[src/rtl/spi_sfr_sequencer_pkg.sv]
// -----------------------------------------------------------------------------
// spi_pkg
// Shared definitions for the SPI SFR sequencer: SFR addresses of the SPI master
// core, SPCR bit positions, the sequencer state type and an SPCR builder.
// -----------------------------------------------------------------------------
package spi_pkg;

   // SFR map of the SPI master core
   localparam logic [2:0] SPCR_ADDR  = 3'd0;
   localparam logic [2:0] SPSR_ADDR  = 3'd1;
   localparam logic [2:0] SPDIV_ADDR = 3'd2;
   localparam logic [2:0] SPDR_ADDR  = 3'd3;

   // SPCR bit positions
   localparam int unsigned SPCR_SPE_BIT  = 6;
   localparam int unsigned SPCR_MSTR_BIT = 4;
   localparam int unsigned SPCR_CPOL_BIT = 3;
   localparam int unsigned SPCR_CPHA_BIT = 2;

   typedef enum logic [3:0] {
      IDLE,
      CFG_CTRL,
      CFG_STAT,
      CFG_DIV,
      READY,
      SS_RELEASE,
      SS_ASSERT,
      WR_DATA,
      WAIT_INT,
      RD_DATA,
      RD_CAPTURE,
      CLR_INT,
      PUSH_RX,
      SS_GAP
   } seq_state_e;

   // SPCR = {0, SPE=1, 0, MSTR=1, CPOL, CPHA, 00}
   function automatic logic [7:0] spcr_value(input logic [1:0] mode);
      logic [7:0] v;
      v                = '0;
      v[SPCR_SPE_BIT]  = 1'b1;
      v[SPCR_MSTR_BIT] = 1'b1;
      v[SPCR_CPOL_BIT] = mode[1];
      v[SPCR_CPHA_BIT] = mode[0];
      return v;
   endfunction

endpackage

[src/rtl/spi_sfr_sequencer.sv]
// -----------------------------------------------------------------------------
// spi_sfr_sequencer
// Byte-stream front end for the SPI master core. Each transmit byte is run
// through the core's SFR port: slave select, SPDR write, wait for intspi,
// SPDR read, SPSR clear; the received byte is returned on the rx stream.
//
// Ports:
//   clk, rst_n                 clock, asynchronous active-low reset
//   cfg_start/mode/div/ss      (re)configuration request and values
//   tx_valid/ready/data/last   transmit byte stream
//   rx_valid/ready/data        receive byte stream
//   sfraddr_w/sfrwe/sfrdata_o  core SFR write port (sfrdata_o -> spidata_i)
//   sfraddr_r/sfrdata_i        core SFR read port (sfrdata_i <- sfrdatao)
//   intspi                     core transfer-complete flag
//   spssn                      active-low one-hot slave selects
//   busy                       high outside IDLE and READY
//   err_timeout                sticky intspi timeout flag, cleared by cfg_start
//
// Build option: SPI_SEQ_TIMEOUT_EN enables the intspi wait timeout
// (TIMEOUT_CYCLES); without it WAIT_INT waits indefinitely and err_timeout
// stays 0.
// -----------------------------------------------------------------------------
module spi_sfr_sequencer
   import spi_pkg::*;
#(
   parameter int unsigned SS_GAP_CYCLES  = 8,
   parameter int unsigned TIMEOUT_CYCLES = 1024
) (
   input  logic       clk,
   input  logic       rst_n,
   input  logic       cfg_start,
   input  logic [1:0] cfg_mode,
   input  logic [7:0] cfg_div,
   input  logic [2:0] cfg_ss,
   input  logic       tx_valid,
   output logic       tx_ready,
   input  logic [7:0] tx_data,
   input  logic       tx_last,
   output logic       rx_valid,
   input  logic       rx_ready,
   output logic [7:0] rx_data,
   output logic [2:0] sfraddr_w,
   output logic [2:0] sfraddr_r,
   output logic       sfrwe,
   output logic [7:0] sfrdata_o,
   input  logic [7:0] sfrdata_i,
   input  logic       intspi,
   output logic [7:0] spssn,
   output logic       busy,
   output logic       err_timeout
);

   seq_state_e  state;
   logic [1:0]  mode_q;
   logic [7:0]  div_q;
   logic [2:0]  ss_q;
   logic [7:0]  tx_byte;
   logic        tx_last_q;
   logic [15:0] gap_cnt;
`ifdef SPI_SEQ_TIMEOUT_EN
   logic [15:0] to_cnt;
`endif

   // All outputs are registered: each transition drives the values that
   // belong to the state being entered.
   always_ff @(posedge clk or negedge rst_n) begin
      if (!rst_n) begin
         state       <= IDLE;
         mode_q      <= '0;
         div_q       <= '0;
         ss_q        <= '0;
         tx_byte     <= '0;
         tx_last_q   <= 1'b0;
         gap_cnt     <= '0;
         spssn       <= '1;
         sfrwe       <= 1'b0;
         sfraddr_w   <= '0;
         sfraddr_r   <= '0;
         sfrdata_o   <= '0;
         tx_ready    <= 1'b0;
         rx_valid    <= 1'b0;
         rx_data     <= '0;
         busy        <= 1'b0;
         err_timeout <= 1'b0;
`ifdef SPI_SEQ_TIMEOUT_EN
         to_cnt      <= '0;
`endif
      end else begin
         sfrwe     <= 1'b0;
         sfraddr_w <= '0;
         sfraddr_r <= '0;
         unique case (state)
            IDLE: begin
               if (cfg_start) begin
                  mode_q      <= cfg_mode;
                  div_q       <= cfg_div;
                  ss_q        <= cfg_ss;
                  err_timeout <= 1'b0;
                  sfrwe       <= 1'b1;
                  sfraddr_w   <= SPCR_ADDR;
                  sfrdata_o   <= spcr_value(cfg_mode);
                  busy        <= 1'b1;
                  state       <= CFG_CTRL;
               end
            end
            CFG_CTRL: begin
               sfrwe     <= 1'b1;
               sfraddr_w <= SPSR_ADDR;
               sfrdata_o <= 8'h01;
               state     <= CFG_STAT;
            end
            CFG_STAT: begin
               sfrwe     <= 1'b1;
               sfraddr_w <= SPDIV_ADDR;
               sfrdata_o <= div_q;
               state     <= CFG_DIV;
            end
            CFG_DIV: begin
               tx_ready <= 1'b1;
               busy     <= 1'b0;
               state    <= READY;
            end
            READY: begin
               // tx_ready is high here, so tx_valid alone is the handshake;
               // an accepted byte wins over a coincident cfg_start.
               if (tx_valid) begin
                  tx_byte   <= tx_data;
                  tx_last_q <= tx_last;
                  spssn     <= ~(8'd1 << ss_q);
                  tx_ready  <= 1'b0;
                  busy      <= 1'b1;
                  state     <= SS_ASSERT;
               end else if (cfg_start) begin
                  mode_q      <= cfg_mode;
                  div_q       <= cfg_div;
                  ss_q        <= cfg_ss;
                  err_timeout <= 1'b0;
                  tx_ready    <= 1'b0;
                  busy        <= 1'b1;
                  if (spssn != '1) begin
                     // open frame: drop the select for a cycle before the
                     // core is reprogrammed
                     spssn <= '1;
                     state <= SS_RELEASE;
                  end else begin
                     sfrwe     <= 1'b1;
                     sfraddr_w <= SPCR_ADDR;
                     sfrdata_o <= spcr_value(cfg_mode);
                     state     <= CFG_CTRL;
                  end
               end
            end
            SS_RELEASE: begin
               sfrwe     <= 1'b1;
               sfraddr_w <= SPCR_ADDR;
               sfrdata_o <= spcr_value(mode_q);
               state     <= CFG_CTRL;
            end
            SS_ASSERT: begin
               sfrwe     <= 1'b1;
               sfraddr_w <= SPDR_ADDR;
               sfrdata_o <= tx_byte;
               state     <= WR_DATA;
            end
            WR_DATA: begin
`ifdef SPI_SEQ_TIMEOUT_EN
               to_cnt <= '0;
`endif
               state  <= WAIT_INT;
            end
            WAIT_INT: begin
               if (intspi) begin
                  sfraddr_r <= SPDR_ADDR;
                  state     <= RD_DATA;
               end
`ifdef SPI_SEQ_TIMEOUT_EN
               else if (to_cnt == 16'(TIMEOUT_CYCLES - 1)) begin
                  err_timeout <= 1'b1;
                  spssn       <= '1;
                  tx_ready    <= 1'b1;
                  busy        <= 1'b0;
                  state       <= READY;
               end else begin
                  to_cnt <= to_cnt + 16'd1;
               end
`endif
            end
            RD_DATA: begin
               rx_data <= sfrdata_i;
               state   <= RD_CAPTURE;
            end
            RD_CAPTURE: begin
               sfrwe     <= 1'b1;
               sfraddr_w <= SPSR_ADDR;
               sfrdata_o <= 8'h00;
               state     <= CLR_INT;
            end
            CLR_INT: begin
               rx_valid <= 1'b1;
               state    <= PUSH_RX;
            end
            PUSH_RX: begin
               if (rx_ready) begin
                  rx_valid <= 1'b0;
                  if (tx_last_q) begin
                     spssn   <= '1;
                     gap_cnt <= '0;
                     state   <= SS_GAP;
                  end else begin
                     tx_ready <= 1'b1;
                     busy     <= 1'b0;
                     state    <= READY;
                  end
               end
            end
            SS_GAP: begin
               if (gap_cnt == 16'(SS_GAP_CYCLES - 1)) begin
                  tx_ready <= 1'b1;
                  busy     <= 1'b0;
                  state    <= READY;
               end else begin
                  gap_cnt <= gap_cnt + 16'd1;
               end
            end
            default: begin
               state <= IDLE;
            end
         endcase
      end
   end

endmodule

[config.mk]
export PLATFORM = sky130hd
export DESIGN_NAME = spi_sfr_sequencer
export DESIGN_NICKNAME = d
export VERILOG_FILES = /design/src/rtl/spi_sfr_sequencer_pkg.sv /design/src/rtl/spi_sfr_sequencer.sv
export SDC_FILE = /design/constraint.sdc
export NUM_CORES = 1
export LEC_CHECK = 0
export ABC_AREA = 1
export CAP_MARGIN = 20
export CORE_MARGIN = 3
export CORE_UTILIZATION = 52
export DETAILED_ROUTE_END_ITERATION = 7
export PLACE_DENSITY = 0.8
export SYNTH_ARGS = -nofsm -noshare
export SYNTH_HDL_FRONTEND = slang
export SYNTH_SLANG_ARGS = --single-unit
export TNS_END_PERCENT = 10
[constraint.sdc]
create_clock -name clk -period 1.8 [get_ports clk]
set_input_delay 0.36 -clock clk [delete_from_list [all_inputs] [get_ports clk]]
set_output_delay 0.36 -clock clk [all_outputs]
set_load 0.005 [all_outputs]
==> impl_metrics.tcl, run 1 <==
set metrics [dict create \
    grt_pass1_wl_um 15530 \
    peakVddDrop_mv 0.9241 \
    synth_ff_type "dfrtp_1" \
    syn-cell-area_um2 3822 \
    grt_pass1_vias 3442 \
    grt_setup_unrepaired "yes" \
    die_area_um2 8415 \
    antenna_cells 0 \
    crit_chain "clkdlybuf4s50_1" \
    synth_edf_count 0 \
    initial_core_util 0.5505 \
    drtIter0Drc 227 \
    critPathMaxFanout 3 \
    r2r_start "state[2]$_DFFE_PN0P_" \
    finalWorstSetupSlack_ns 0.02725 \
    fmax_mhz 564.1 \
    dp_slack_ns 0.03489 \
    crit_required_ns 1.44 \
    yosys_warnings 0 \
    grt_use_total 0.2288 \
    use_met1 0.2792 \
    cts_sinks 73 \
    vias_per_cell 5.074 \
    drv_slew 0 \
    root_buffer "clkbuf_8" \
    period_share 0.9849 \
    htreeDepth 3 \
    hold_viol_final 0 \
    post-place-cells 655 \
    ios 71 \
    arrival_ns 1.41 \
    ys_async_sr_fraction 1.000 \
    instances_no_fill 674 \
    r2r_cells 8 \
    setup_violations 0 \
    crit_slowest_cell "dfstp_2" \
    drive_gt1_frac 0.1349 \
    leakage_nw 2.450 \
    clock_skew_ns 0.006804 \
    place_congestion 0.9352 \
    grt_util_met3 0.05250 \
    synth_cell_types 32 \
    portBuffers 67 \
    outcome "complete, no violations" \
    reg2reg_to "sfrdata_o[3]$_DFFE_PN0P_" \
    crit_family "flip-flops" \
    numCtsBuffers 9 \
    ff2ff_setup_slack_ns 0.17 \
    clk_path_buf_depth 2 \
    cp-end-kind "output port" \
    grt.overflow.total 0 \
    drtPass1Iterations 4 \
    route.vias.total 3420 \
    grt_max_degree 74 \
    placementRows 30 \
    coreArea_um2 6944 \
    worst-path-buf-inv 1 \
    fp.dieW_um 91.74 \
    avgSynthCellArea_um2 7.785 \
    hp-class "in2async" \
    use_met2 0.3914 \
    critical_path_class "reg2out" \
    die_h_um 91.74 \
    wl_per_cell_um 13.16 \
    antenna_found_initial 0 \
    cpPeakStageDelay_ns 0.56 \
    dp_hpwl_um 6641 \
    cts_tree "done" \
    top_usage_layer "met2" \
    syn_inst 491 \
    clkTransAtPathRegs_ns 0.08 \
    power_density_nw_per_um2 1731 \
    area.growth.synth_to_final_pct 27.82 \
    setup_tns_ns 0 \
    clkLatencyLatePin_ns 0.35 \
    wl_um 8867 \
    maxCapViolations 0 \
    synth_seq_area_share 0.4805 \
    drc 0 \
    ys_ff_latch 73 \
    fin_nets 610 \
    ant_nets 0 \
    start_kind "flip-flop" \
    fin_crit_ns 1.773 \
]
==> worst max path at each step <==
stage	start	to	slack [ns]	cells after the start
3_5_place_dp	tx_valid	sfrdata_o[3]$_DFFE_PN0P_	0.03	8
2_1_floorplan	state[3]$_DFFE_PN0P_	mode_q[0]$_DFFE_PN0P_	0.35	7
6_report	spssn[2]$_DFFE_PN1P_	spssn[2]	0.03	1
3_3_place_gp	tx_valid	sfrdata_o[3]$_DFFE_PN0P_	0.06	8
5_1_grt	spssn[2]$_DFFE_PN1P_	spssn[2]	-0.007	1
4_1_cts	spssn[2]$_DFFE_PN1P_	spssn[2]	0.006	1
==> state kept, by name (all words and copies together) (netlist names), 2 cells and up <==
signal / cells
div_q: 8
gap_cnt: 16
mode_q: 2
rx_data: 8
sfraddr_w: 2
sfrdata_o: 8
spssn: 8
ss_q: 3
state: 4
tx_byte: 8
==> layout by cell type (no fill, tap or decap), types with 7 or more instances in the layout <==
master / count
dfstp_2: 8
o21ai_2: 8
mux2_2: 8
nor2_1: 57
o21ai_0: 16
buf_4: 11
nand3_1: 41
clkbuf_8: 9
nor3_1: 7
a21oi_1: 11
nand2_1: 172
inv_1: 43
dfrtp_1: 65
clkdlybuf4s50_1: 62
nand4_1: 10
==> final cells by class <==
cell class | instances | area [um2]
flip-flops and latches | 73 | 1837
well taps | 96 | 120.1
clock buffers | 10 | 127.6
inverters | 48 | 180.2
repair buffers | 80 | 798.3
multi-input cells | 361 | 1732
clock inverters | 6 | 91.34
fillers | 584 | 2058
==> per-layer routing <==
metal  up-vias  part of all wire
li1       1712                 -
met1      1602              0.42
met2        86              0.50
met3        20             0.055
met4         0             0.023
met5         -                 0
==> power by group <==
part | internal (mW) | switching (mW)
sequential | 2.53 | 0.627
clock | 0.785 | 0.637
combinational | 1.72 | 2.16
==> Yosys cell counts (3+ instances only) <==
cell,instances,share of area
nand2_1,172,0.17
dfrtp_1,65,0.43
nor2_1,57,0.056
inv_1,43,0.042
nand3_1,41,0.054
o21ai_0,16,0.021
a21oi_1,11,0.014
nand4_1,10,0.016
dfstp_2,8,0.055
mux2_2,8,0.024
o21ai_2,8,0.018
nand2_2,7,0.011
nor3_1,7,0.0092
nand2_4,5,0.015
buf_4,4,0.0079
inv_2,4,0.0039
nor2_4,3,0.0088
or2_2,3,0.0049
==> stage by stage <==
| stage | total power, mW | area [um2] | util | hold WS [ns] |
|---|---|---|---|---|
| global placement | 6.856 | 4629 | 0.6667 | 0.4165 |
| CTS | 8.480 | 4848 | 0.6982 | 0.02874 |
| global route | 9.223 | 4886 | 0.7036 | 0.02598 |
| finish | 8.457 | 4886 | 0.7036 | 0.02095 |
| detailed placement | 7.014 | 4629 | 0.6667 | 0.4196 |
| floorplan | 5.508 | 3830 | - | 0.06441 |
==> logic make-up (layout without fill, tap and decap cells) <==
| group | Yosys count | after routing | share of synthesized area |
|---|---|---|---|
| other | 1 | 3 | 0.0009811 |
| flip-flops | 73 | 73 | 0.4805 |
| AO/OA/AOI/OAI | 39 | 39 | 0.06088 |
| adder cells (fa/ha/maj) | 1 | 1 | 0.003273 |
| AND/OR/NAND/NOR | 308 | 308 | 0.3565 |
| buffers and inverters | 59 | 144 | 0.06972 |
| XOR/XNOR | 2 | 2 | 0.004583 |
| multiplexers | 8 | 8 | 0.02357 |
==> what timing repair did <==
item | CTS | global route
hold buffers | 0 | 0
gates resized for setup | 0 | 5
endpoints found under the setup margin | 0 | 25
buffers inserted | 0 | 3
No activity file was read; power rests on OpenSTA's default activity.
==> inputs of run 2 (changes only) <==
Settings changed: CAP_MARGIN 20 to unset, RECOVER_POWER set to 25, SLEW_MARGIN set to 0.
==> run 2 against run 1 <==
  * The run now ends with max-capacitance violations, max-slew violations left
  * Via count grew 0.18%
  * First-iteration DRC count shrank 7.5%
  * Cell count unchanged
  * Critical path type unchanged
  * Highest routed layer unchanged
==> impl_metrics.tcl, run 2 (synthesized netlist as in run 1, its figures left out) <==
set metrics [dict create \
    portBuffers 67 \
    antenna_found_initial 0 \
    total_power_mw 8.453 \
    cts_tree "done" \
    initial_core_util 0.5505 \
    tightest_slew_ns 1.583 \
    htreeDepth 3 \
    clk_path_buf_depth 2 \
    die_h_um 91.74 \
    hp-class "reg2reg" \
    placementRows 30 \
    antenna_cells 0 \
    root_buffer "clkbuf_8" \
    route.vias.total 3426 \
    clock_skew_ns 0.006738 \
    grt_pass1_wl_um 15530 \
    vias_per_cell 5.083 \
    hold_viol_final 0 \
    crit_family "flip-flops" \
    numCtsBuffers 9 \
    wl_per_cell_um 13.19 \
    grt_pass1_vias 3442 \
    setup_tns_ns 0 \
    clkLatencyLatePin_ns 0.35 \
    clkTransAtPathRegs_ns 0.07 \
    cp-end-kind "output port" \
    mostFrequentLayoutCells "nand2_1 (172), dfrtp_1 (65), clkdlybuf4s50_1 (62)" \
    arrival_ns 1.41 \
    combPwrFrac 0.458 \
    cts_hold_buf 0 \
    critPathMaxFanout 3 \
    clkPwrFrac 0.168 \
    drtIter0Drc 210 \
    grt.overflow.total 0 \
    fin_crit_ns 1.773 \
    grt_use_total 0.2288 \
    worst-path-buf-inv 1 \
    finalWorstSetupSlack_ns 0.02688 \
    place_congestion 0.9352 \
    period_share 0.9851 \
    final_common_cell "nand2_1" \
    wl_um 8889 \
    drive_gt1_frac 0.1349 \
    top_register "gap_cnt" \
    slew_headroom -0.05509 \
    grt_setup_unrepaired "yes" \
    coreArea_um2 6944 \
    die_area_um2 8415 \
    critical_path_class "reg2out" \
    p_seq_frac 0.374 \
    leakage_nw 2.445 \
    fin_nets 610 \
    area.growth.synth_to_final_pct 27.43 \
    cpPeakStageDelay_ns 0.56 \
    utilization 0.7014 \
    crit_slowest_cell "dfstp_2" \
    multi_input_area_um2 1732 \
    power_density_nw_per_um2 1735 \
    dp_hpwl_um 6641 \
    p_sw_mw 3.421 \
    dp_slack_ns 0.03489 \
    cts_sinks 73 \
    peakVddDrop_mv 0.9242 \
    crit_chain "clkdlybuf4s50_1" \
    grt_max_degree 74 \
    violations "max-capacitance violations, max-slew violations" \
    fmax_mhz 564.0 \
    regArea_um2 1837 \
    drtPass1Iterations 4 \
    whs_ns 0.4740 \
    maxCapViolations 1 \
    ant_nets 0 \
    setup_violations 0 \
    start_kind "flip-flop" \
    drv_slew 74 \
    p_sw_frac 0.4047 \
    crit_required_ns 1.44 \
    p_int_mw 5.033 \
    drc 0 \
    nFillCells 586 \
    largest_reg_flops 16 \
    fp.dieW_um 91.74 \
    ios 71 \
    outcome "finished, violations left" \
]
==> run 2: cell counts in the layout (fill, tap and decap cells not counted) <==
Identical to the previous run, type by type.
==> run 2: final timing paths <==
path                                 startpoint                  endpoint  slack (ns)  cells past startpoint
setup / recovery           spssn[2]$_DFFE_PN1P_                  spssn[2]        0.03                      1
hold / removal             tx_ready$_DFFE_PN0P_      tx_ready$_DFFE_PN0P_        0.47                      2
setup reg to reg           state[2]$_DFFE_PN0P_  sfrdata_o[3]$_DFFE_PN0P_        0.16                      8
hold reg to reg            tx_ready$_DFFE_PN0P_      tx_ready$_DFFE_PN0P_        0.47                      2
max in group asynchronous                 rst_n          busy$_DFFE_PN0P_        0.35                      2
min in group asynchronous                 rst_n    gap_cnt[5]$_DFFE_PN0P_        0.50                      2
==> run 2: area by class of cell <==
| cell class | count | share of cell area |
|---|---|---|
| repair buffers | 80 | 0.1608 |
| inverters | 48 | 0.03699 |
| clock buffers | 10 | 0.02620 |
| multi-input cells | 361 | 0.3555 |
| well taps | 96 | 0.02466 |
| flip-flops and latches | 73 | 0.3771 |
| clock inverters | 6 | 0.01875 |
==> run 2: stage by stage <==
step,instances,instance area (um2)
2_1_floorplan,493,3830
3_3_place_gp,655,4629
3_5_place_dp,655,4629
4_1_cts,671,4848
5_1_grt,674,4871
6_report,674,4871
==> run 2: per-layer routing <==
| metal | track usage | routed length [um] |
|---|---|---|
| met1 | 0.2792 | 3718 |
| met5 | 0 | 0 |
| met4 | 0.09158 | 204 |
| met2 | 0.3914 | 4482 |
| met3 | 0.05250 | 483 |
==> run 2: power groups by stage <==
stage | clock network (mW) | registers, mW | logic, mW
6_report | 1.42 | 3.16 | 3.88
5_1_grt | 1.52 | 3.27 | 4.43
2_1_floorplan | 0 | 3.06 | 2.45
4_1_cts | 1.46 | 3.16 | 3.86
3_3_place_gp | 0 | 3.15 | 3.71
3_5_place_dp | 0 | 3.18 | 3.84
==> run 2: repair_timing <==
| item | CTS | global route |
|---|---|---|
| buffers inserted | 0 | 3 |
| gates resized for setup | 0 | 5 |
| endpoints found under the setup margin | 0 | 25 |
